===== config.mk =====
export PLATFORM = sky130hd
export DESIGN_NAME = id_ex_stage_reg
export DESIGN_NICKNAME = d
export VERILOG_FILES = /design/src/rtl/id_ex_stage_reg.sv
export SDC_FILE = /design/constraint.sdc
export NUM_CORES = 1
export LEC_CHECK = 0
export CAP_MARGIN = 0
export CORE_AREA = 3 3 136 138
export DETAILED_ROUTE_END_ITERATION = 7
export DIE_AREA = 0 0 139 141
export HOLD_SLACK_MARGIN = 0.15
export PLACE_DENSITY = 0.68
export SKIP_CTS_REPAIR_TIMING = 1
export SLEW_MARGIN = 20
export SYNTH_ARGS = -nofsm -noshare
export SYNTH_HDL_FRONTEND = slang
export SYNTH_SLANG_ARGS = --single-unit

===== constraint.sdc =====
create_clock -name clk -period 1.3 [get_ports clk]
set_input_delay 0.26 -clock clk [delete_from_list [all_inputs] [get_ports clk]]
set_output_delay 0.26 -clock clk [all_outputs]
set_load 0.02 [all_outputs]

===== src/rtl/id_ex_stage_reg.sv =====
// id_ex_stage_reg: parametrised ID->EX pipeline register with valid tracking, stall, flush and bubble gating.
//
// Ports:
//   clk            pipeline clock, rising edge
//   reset          synchronous active-high reset, clears every output
//   stall          hold current contents
//   flush          load a bubble on the next edge
//   valid_in       decode stage presents a real instruction
//   reg_data1_in   rs read data          -> reg_data1_out
//   reg_data2_in   rt read data          -> reg_data2_out
//   ext_in         extended immediate    -> ext_out
//   rs_in/rt_in/rd_in  register specifiers -> rs_out/rt_out/rd_out
//   alu_ctl_in     ALU operation         -> alu_ctl_out
//   ctrl_in        {RegDst, MemWrite, MemtoReg, RegWrite, ALUSrc} -> ctrl_out
//   valid_out      EX stage holds a real instruction
//   bubble_cnt     saturating count of bubbles loaded
//
// Build option: define ID_EX_BUBBLE_CNT_EN to enable the bubble counter;
// otherwise bubble_cnt is tied to zero.
module id_ex_stage_reg #(
    parameter int DATA_W   = 32,
    parameter int RADDR_W  = 5,
    parameter int ALUCTL_W = 6,
    parameter int CTRL_W   = 5
) (
    input  logic                clk,
    input  logic                reset,
    input  logic                stall,
    input  logic                flush,
    input  logic                valid_in,
    input  logic [DATA_W-1:0]   reg_data1_in,
    input  logic [DATA_W-1:0]   reg_data2_in,
    input  logic [DATA_W-1:0]   ext_in,
    input  logic [RADDR_W-1:0]  rs_in,
    input  logic [RADDR_W-1:0]  rt_in,
    input  logic [RADDR_W-1:0]  rd_in,
    input  logic [ALUCTL_W-1:0] alu_ctl_in,
    input  logic [CTRL_W-1:0]   ctrl_in,
    output logic                valid_out,
    output logic [DATA_W-1:0]   reg_data1_out,
    output logic [DATA_W-1:0]   reg_data2_out,
    output logic [DATA_W-1:0]   ext_out,
    output logic [RADDR_W-1:0]  rs_out,
    output logic [RADDR_W-1:0]  rt_out,
    output logic [RADDR_W-1:0]  rd_out,
    output logic [ALUCTL_W-1:0] alu_ctl_out,
    output logic [CTRL_W-1:0]   ctrl_out,
    output logic [15:0]         bubble_cnt
);

    // A bubble is loaded on flush, or on an unstalled edge with no real instruction.
    // Flush overrides stall so the stage always empties when both are asserted.
    logic bubble;
    assign bubble = flush | (~stall & ~valid_in);

    // Bubbles clear every field, so no control bit or specifier can leak into EX/forwarding.
    always_ff @(posedge clk) begin
        if (reset || bubble) begin
            valid_out     <= 1'b0;
            reg_data1_out <= '0;
            reg_data2_out <= '0;
            ext_out       <= '0;
            rs_out        <= '0;
            rt_out        <= '0;
            rd_out        <= '0;
            alu_ctl_out   <= '0;
            ctrl_out      <= '0;
        end else if (!stall) begin
            valid_out     <= 1'b1;
            reg_data1_out <= reg_data1_in;
            reg_data2_out <= reg_data2_in;
            ext_out       <= ext_in;
            rs_out        <= rs_in;
            rt_out        <= rt_in;
            rd_out        <= rd_in;
            alu_ctl_out   <= alu_ctl_in;
            ctrl_out      <= ctrl_in;
        end
    end

`ifdef ID_EX_BUBBLE_CNT_EN
    // Saturating counter; stall-hold edges are not bubbles and do not count.
    always_ff @(posedge clk) begin
        if (reset)
            bubble_cnt <= '0;
        else if (bubble && bubble_cnt != 16'hFFFF)
            bubble_cnt <= bubble_cnt + 16'd1;
    end
`else
    assign bubble_cnt = '0;
`endif

endmodule


### Word level (Yosys, flattened, before mapping)

Cells that the tools add are included.

* bitwise operators: 4
* reduce and logical (&&, ||, !) cells: 1

Operators with widths (number)
* $not 1->1: 2
* $and 1x1->1: 1
* $logic_or 1x1->1: 1
* $or 1x1->1: 1

* logic and storage cells: 14
* register bits after elaboration: 123
* output and inout bits: 139

### Depth between registers and ports, before layout

Gate-level depths: netlist (run 1).

* depth in word-level cells: 4
* depth in mapped cells: 5
* gate-level depth less buffers: 2

### Worst setup path before layout (run 1)

Ideal clock, no wire load.

* path kind: input -> register
* start point: in reset
* end point: reg ext_out[10]
* cell stages on the path: 5
* setup slack: 0.267 ns
* arrival time: 0.967 ns
* path buffers: 3
* cell sequence: or2_1 -> buf_2 -> buf_6 -> buf_6 -> a21oi_2

* longest elaborated chain between the ends: 1

Ends and longest elaborated chain
* start: declaration: line 27 `input logic reset,`
* $logic_or 1x1->1: line 58 `if (reset || bubble) begin`
* end signal: assignment: line 72 `ext_out <= ext_in;`
* end: declaration: line 42 `output logic [DATA_W-1:0] ext_out,`

Every way passes these cells.
A chain may end at the register's enable or synchronous reset.

### Worst setup path after layout (run 1)

* start point: reg reg_data1_out[17]
* end point: out reg_data1_out[17]

RTL lines
* start: declaration: line 40 `output logic [DATA_W-1:0] reg_data1_out,`
* start signal: assignment: line 70 `reg_data1_out <= reg_data1_in;`

No word-level cell between the ends.

==> key figures, run 1 <==
Route
  – Antenna Nets Post-Route: 0
  – Total Routed Length: 15.5 mm
  – DR vias: 4647
  – Avg WL per Cell: 15.0 um
  – Vias per std cell: 4.48
  – DRT iter0 DRCs: 159
  – # DRC: 0
  – 1st-pass router iterations: 4

Clock tree
  – CTS tree: yes
  – Root buf cell: clkbuf_16
  – Clock sink total: 123
  – Clk buf depth: 2
  – CTS Buf Count: 17
  – CTS clock-pin slew for the worst setup and hold paths: 50 ps
  – H-tree Lvls: 4
  – Worst-Skew Late Latency: 400 ps

Final layout
  – Share of layout cells above drive strength 1: 0.176
  – Antenna diode count: 0
  – Post-layout net count: 927
  – Most common cell after layout, fill and taps aside: clkdlybuf4s50_1
  – Final instance area: 8670 um2
  – Commonest cells after routing, fill and taps aside: 124 x clkdlybuf4s50_1, 123 x dfxtp_1, 122 x nand2_1, 122 x nand3b_1, 106 x dlymetal6s2s_1
  – Area grow syn2layout: 68.3%

Timing
  – Tcrit/Tclk final: 0.964
  – Layout Skew: 0 ps
  – Fin. max-slew vios: 0
  – Period minus WS final: 1250 ps
  – Peak Freq: 798 MHz
  – Final setup viols: 0
  – Final hold viol count: 0
  – Setup ws final: 46.5 ps

Worst setup path
  – Worst R2R Setup Slack: 680 ps
  – Crit. End Element: output port
  – Critical-path cell list: dlymetal6s2s_1
  – Crit path buf inv count: 1
  – Crit start category: flop
  – CP required: 1040 ps
  – CP max stage cell: dfxtp_1
  – Largest stage delay, worst path: 330 ps
  – CP delay by family, top: flip-flops
  – CP max FO: 2
  – Crit Path Category: reg -> out
  – CP arrival: 990 ps

Die
  – Die area: 19600 um2
  – Initial Utilization: 0.298
  – Die H: 141 um
  – Core area: 17300 um2
  – Rows: 48
  – Chip Width: 139 um
  – IO Count: 266

Place
  – Placed Area: 7870 um2
  – Placer Congestion: 0.736
  – Dpl ws: -163 ps
  – Detailed placement HPWL: 10.5 mm
  – Port bufs: 249

Yosys
  – Yosys warning total: 0
  – Largest family of logic cells by synthesized area: simple AND/OR/NAND/NOR gates
  – Compound-cell area share of the yosys netlist: 0.169
  – FF+latch count, synth: 123
  – Area of the mapped netlist: 5150 um2
  – Mapped Cells: 564
  – Netlist cell types: 14
  – Average instance area after synthesis: 9.14 um2
  – Sequential fraction of the synthesis area: 0.478
  – Post-synthesis mux area share: 0.00194
  – Simple-gate share of the synthesized area: 0.269
  – Post-synthesis adder-cell area fraction: 0
  – Post-Synth XOR/XNOR Area: 0

Job
  – Max-cap violations: 0

Worst hold path
  – Hold/Removal Path Class: in -> reg

Power and ir drop
  – Max rail drop VDD: 821 uV
  – PD cells: 1160 nW/um2
  – Static Leak: 4.71 nW

Global routing
  – Wire length of the first global-routing pass: 23.8 mm
  – Busiest grt layer: met2
  – Overflow after GRT: 0
  – Vias in the first global route: 4485
  – Global Route met3 Usage: 0.0736
  – Grt met1 use: 0.180
  – Met2 usage: 0.238
  – Largest net degree at the start of global routing: 58
  – Initial antenna violation count: 0
  – GRT Overall Usage: 0.150

Status
  – Status: complete, no violations
cell usage after synthesis:
cell / n / area (um2)
or2_1: 1 / 6.26
nand2_1: 122 / 458
mux2i_1: 1 / 10.0
nand3b_1: 122 / 916
buf_4: 20 / 150
a21oi_1: 52 / 260
clkbuf_1: 26 / 97.6
a21oi_2: 70 / 613
dfxtp_1: 123 / 2460
conb_1: 1 / 3.75
buf_1: 2 / 7.51
buf_6: 8 / 90.1
buf_2: 15 / 75.1
nor2_1: 1 / 3.75
worst paths after layout:
path | start | endpoint | depth (start not counted)
setup / recovery | reg_data1_out[17] | reg_data1_out[17] | 1
hold / removal | stall | reg_data2_out[16] | 3
hold reg to reg | ctrl_out[4] | ctrl_out[4] | 2
setup reg to reg | ext_out[0] | ext_out[0] | 2
sequential cells by signal, indices dropped and copies added, names as in the netlist, 5 cells and up:
name and flops:
reg_data2_out 32, rt_out 5, rs_out 5, rd_out 5
ext_out 32, ctrl_out 5, alu_ctl_out 6, reg_data1_out 32
cells by family (layout without fill, tap and decap cells):
logic type | Yosys count | in the layout
buf+inv | 71 | 304
other cells | 1 | 16
compound gates | 122 | 122
simple gates | 246 | 246
flops | 123 | 123
mux | 1 | 1
routing by layer:
layer	routed length [um]	vias up	part of all wire
met3	1390	12	0.090
met5	0	-	0
met2	7130	168	0.46
li1	-	2343	-
met1	6810	2124	0.44
met4	196	0	0.013
final cells by class:
class | instances | area [um2]
fill | 1652 | 8620
timing repair buffer | 273 | 2980
sequential | 123 | 2460
multi-input combinational | 385 | 2330
clock buffer | 25 | 515
tap | 225 | 282
clock inverter | 6 | 108
power breakdown:
group          internal (mW)  switching [mW]
clock network           3.31            1.64
registers               3.85          0.0354
logic                  0.661           0.573
total                   7.82            2.25
metrics by stage:
| step | power [mW] | instances | util | TNS (ps) | hold slack (ps) |
|---|---|---|---|---|---|
| CTS | 10.2 | 1037 | 0.491 | -41100 | 173 |
| global route | 10.5 | 1037 | 0.501 | -28.4 | 186 |
| global placement | 5.23 | 1006 | 0.455 | -8740 | 440 |
| finish | 10.1 | 1037 | 0.501 | 0 | 185 |
| detailed placement | 5.23 | 1006 | 0.455 | -9080 | 447 |
| floorplan | 4.59 | 579 | - | 0 | 424 |
Power figures use the tool's default switching activity.
==> inputs of run 2 (changes only) <==
--- a/config.mk
+++ b/config.mk
@@ -6,11 +6,11 @@
 export NUM_CORES = 1
 export LEC_CHECK = 0
 export CAP_MARGIN = 0
-export CORE_AREA = 3 3 136 138
+export CORE_AREA = 3 3 190 99
 export DETAILED_ROUTE_END_ITERATION = 7
-export DIE_AREA = 0 0 139 141
+export DIE_AREA = 0 0 193 102
 export HOLD_SLACK_MARGIN = 0.15
-export PLACE_DENSITY = 0.68
+export PLACE_DENSITY = 0.69
 export SKIP_CTS_REPAIR_TIMING = 1
 export SLEW_MARGIN = 20
 export SYNTH_ARGS = -nofsm -noshare
==> run 2 against run 1 <==
  * Flip-flop and latch count unchanged
  * Clock skew unchanged
  * Global-route usage increased by 0.46 points
  * Worst hold slack improved by 2.1 ps
  * Combinational power about the same
  * Via count increased by 1.5%
  * Sequential power about the same
  * Non-clock buffer count decreased by 7
  * Clock power decreased by 4.0%
  * Total power decreased by 2.1%
  * First-iteration DRC count increased by 28%
  * Die area increased by 0.44%
  * Critical path type unchanged
==> key figures, run 2 (synthesis gave the netlist of run 1 again) <==
Timing
  – Hold Slack: 188 ps (was 185 ps)
  – Peak Freq: 798 MHz (about the same)
  – Tcrit/Tclk final: 0.963 (was 0.964)
  – Layout Skew: 0 ps (unchanged)
  – Fin. max-slew vios: 0 (unchanged)
  – Period minus WS final: 1250 ps (about the same)
  – Final hold viol count: 0 (unchanged)
  – Setup ws final: 47.5 ps (was 46.5 ps)
  – Unrepaired setup endpoints after global routing: false
  – Final setup viols: 0 (unchanged)
  – Setup TNS: 0 ps (unchanged)

Worst setup path
  – R2R cell count: 2 (unchanged)
  – Critical-path cell list: dlymetal6s2s_1 (unchanged)
  – CP arrival: 990 ps (about the same)
  – CP delay by family, top: flip-flops (unchanged)
  – Crit path buf inv count: 1 (unchanged)
  – CP max stage cell: dfxtp_1 (unchanged)
  – Crit start category: flop (unchanged)
  – Crit. End Element: output port (unchanged)
  – CP max FO: 2 (unchanged)
  – Largest stage delay, worst path: 330 ps (about the same)
  – Crit Path Category: reg -> out (unchanged)
  – CP required: 1040 ps (about the same)
  – Crit path depth: 1 (unchanged)

Final layout
  – Area grow syn2layout: 68.2% (was 68.3%)
  – Fin cells: 1040 (was 1037)
  – Largest registers: ext_out (32), reg_data1_out (32), reg_data2_out (32) (unchanged)
  – Final instance area: 8670 um2 (about the same)
  – Post-layout net count: 920 (was 927)
  – Antenna diode count: 0 (unchanged)
  – Final core occ: 0.502 (was 0.501)
  – Commonest cells after routing, fill and taps aside: 124 x clkdlybuf4s50_1, 123 x dfxtp_1, 122 x nand2_1, 122 x nand3b_1, 111 x dlymetal6s2s_1 (was 124 x clkdlybuf4s50_1, 123 x dfxtp_1, 122 x nand2_1, 122 x nand3b_1, 106 x dlymetal6s2s_1)
  – Most common cell after layout, fill and taps aside: clkdlybuf4s50_1 (unchanged)
  – Share of layout cells above drive strength 1: 0.166 (was 0.176)
  – FILL cells: 1610 (was 1652)

Die
  – Initial Utilization: 0.298 (about the same)
  – Chip Width: 193 um (was 139 um)
  – Rows: 34 (was 48)
  – Die H: 102 um (was 141 um)
  – Die area: 19700 um2 (was 19600 um2)
  – IO Count: 266 (unchanged)
  – Core area: 17300 um2 (about the same)

Clock tree
  – Worst-Skew Late Latency: 400 ps (about the same)
  – Root buf cell: clkbuf_16 (unchanged)
  – Clock sink total: 123 (unchanged)
  – CTS clock-pin slew for the worst setup and hold paths: 60 ps (was 50 ps)
  – CTS tree: yes (unchanged)
  – CTS Buf Count: 17 (unchanged)
  – Clk buf depth: 2 (unchanged)
  – H-tree Lvls: 4 (unchanged)

Global routing
  – Overflow after GRT: 0 (unchanged)
  – Wire length of the first global-routing pass: 24.0 mm (was 23.8 mm)
  – Vias in the first global route: 4442 (was 4485)
  – Initial antenna violation count: 0 (unchanged)
  – Largest net degree at the start of global routing: 64 (was 58)
  – GRT Overall Usage: 0.154 (was 0.150)

Power and ir drop
  – Combinational power share: 0.125 (was 0.123)
  – Design Power: 9.86 mW (was 10.1 mW)
  – Max rail drop VDD: 912 uV (was 821 uV)
  – P_sw: 2.42 mW (was 2.25 mW)
  – PD cells: 1140 nW/um2 (was 1160 nW/um2)
  – Switching part of the total: 0.246 (was 0.224)
  – Clock share of power: 0.481 (was 0.492)
  – Static Leak: 4.74 nW (was 4.71 nW)
  – Internal power: 7.44 mW (was 7.82 mW)
  – Sequential power share: 0.394 (was 0.386)

Worst hold path
  – Hold/Removal Path Class: in -> reg (unchanged)
  – Hold Path Stages: 3 (unchanged)

Place
  – Dpl ws: -179 ps (was -163 ps)
  – Placer Congestion: 0.743 (was 0.736)
  – Port bufs: 249 (unchanged)
  – Detailed placement HPWL: 11.4 mm (was 10.5 mm)
  – Cells after DPL: 1008 (was 1006)
  – Placed Area: 7850 um2 (was 7870 um2)

Route
  – Total Routed Length: 16.3 mm (was 15.5 mm)
  – DR vias: 4716 (was 4647)
  – Vias per std cell: 4.53 (was 4.48)
  – # DRC: 0 (unchanged)
  – 1st-pass router iterations: 4 (unchanged)
  – DRT iter0 DRCs: 204 (was 159)
  – Avg WL per Cell: 15.7 um (was 15.0 um)
  – Antenna Nets Post-Route: 0 (unchanged)

Status
  – Status: complete, no violations (unchanged)

Job
  – Max-cap violations: 0 (unchanged)
## run 2: changes by cell type in the layout (fill, tap and decap cells not counted), sizes merged
cell          change
clkbuf           -11
dlymetal6s2s      +5
clkinv            +3
bufinv            -1
buf               -7
clkinvlp          +5
## run 2: routing by layer
| layer | share of wire | GRT usage | wire length (um) |
|---|---|---|---|
| met1 | 0.41 | 0.180 | 6630 |
| met5 | 0 | 0 | 0 |
| met4 | 0.016 | 0.0511 | 259 |
| met3 | 0.037 | 0.0411 | 596 |
| met2 | 0.54 | 0.278 | 8810 |
## run 2: worst register-to-register path: stages, from the launching register on
cell and delay [ps]:
dfxtp_1 350, nand2_1 60, a21oi_1 150
## run 2: power groups by stage
stage	Sequential [mW]	Clock (mW)	Combinational (mW)
3_3_place_gp	3.97	0	1.24
2_1_floorplan	4.06	0	0.526
4_1_cts	3.89	4.86	1.26
3_5_place_dp	3.97	0	1.25
5_1_grt	3.89	5.05	1.31
6_report	3.88	4.75	1.23
## run 2: cell type report
class,instances,area [um2],area share
Clock buffer,19,453,0.0522
Clock inverter,13,145,0.0167
Multi-Input combinational cell,385,2330,0.269
Sequential cell,123,2460,0.284
Tap cell,234,293,0.0338
Timing Repair Buffer,266,2990,0.344
## run 2: path summary, 6_finish.rpt
check | start | endpoint | slack, ps
setup / recovery | reg_data2_out[16] | reg_data2_out[16] | 50
hold / removal | stall | reg_data2_out[13] | 190
setup reg to reg | reg_data1_out[17] | reg_data1_out[17] | 670
hold reg to reg | rs_out[0] | rs_out[0] | 460
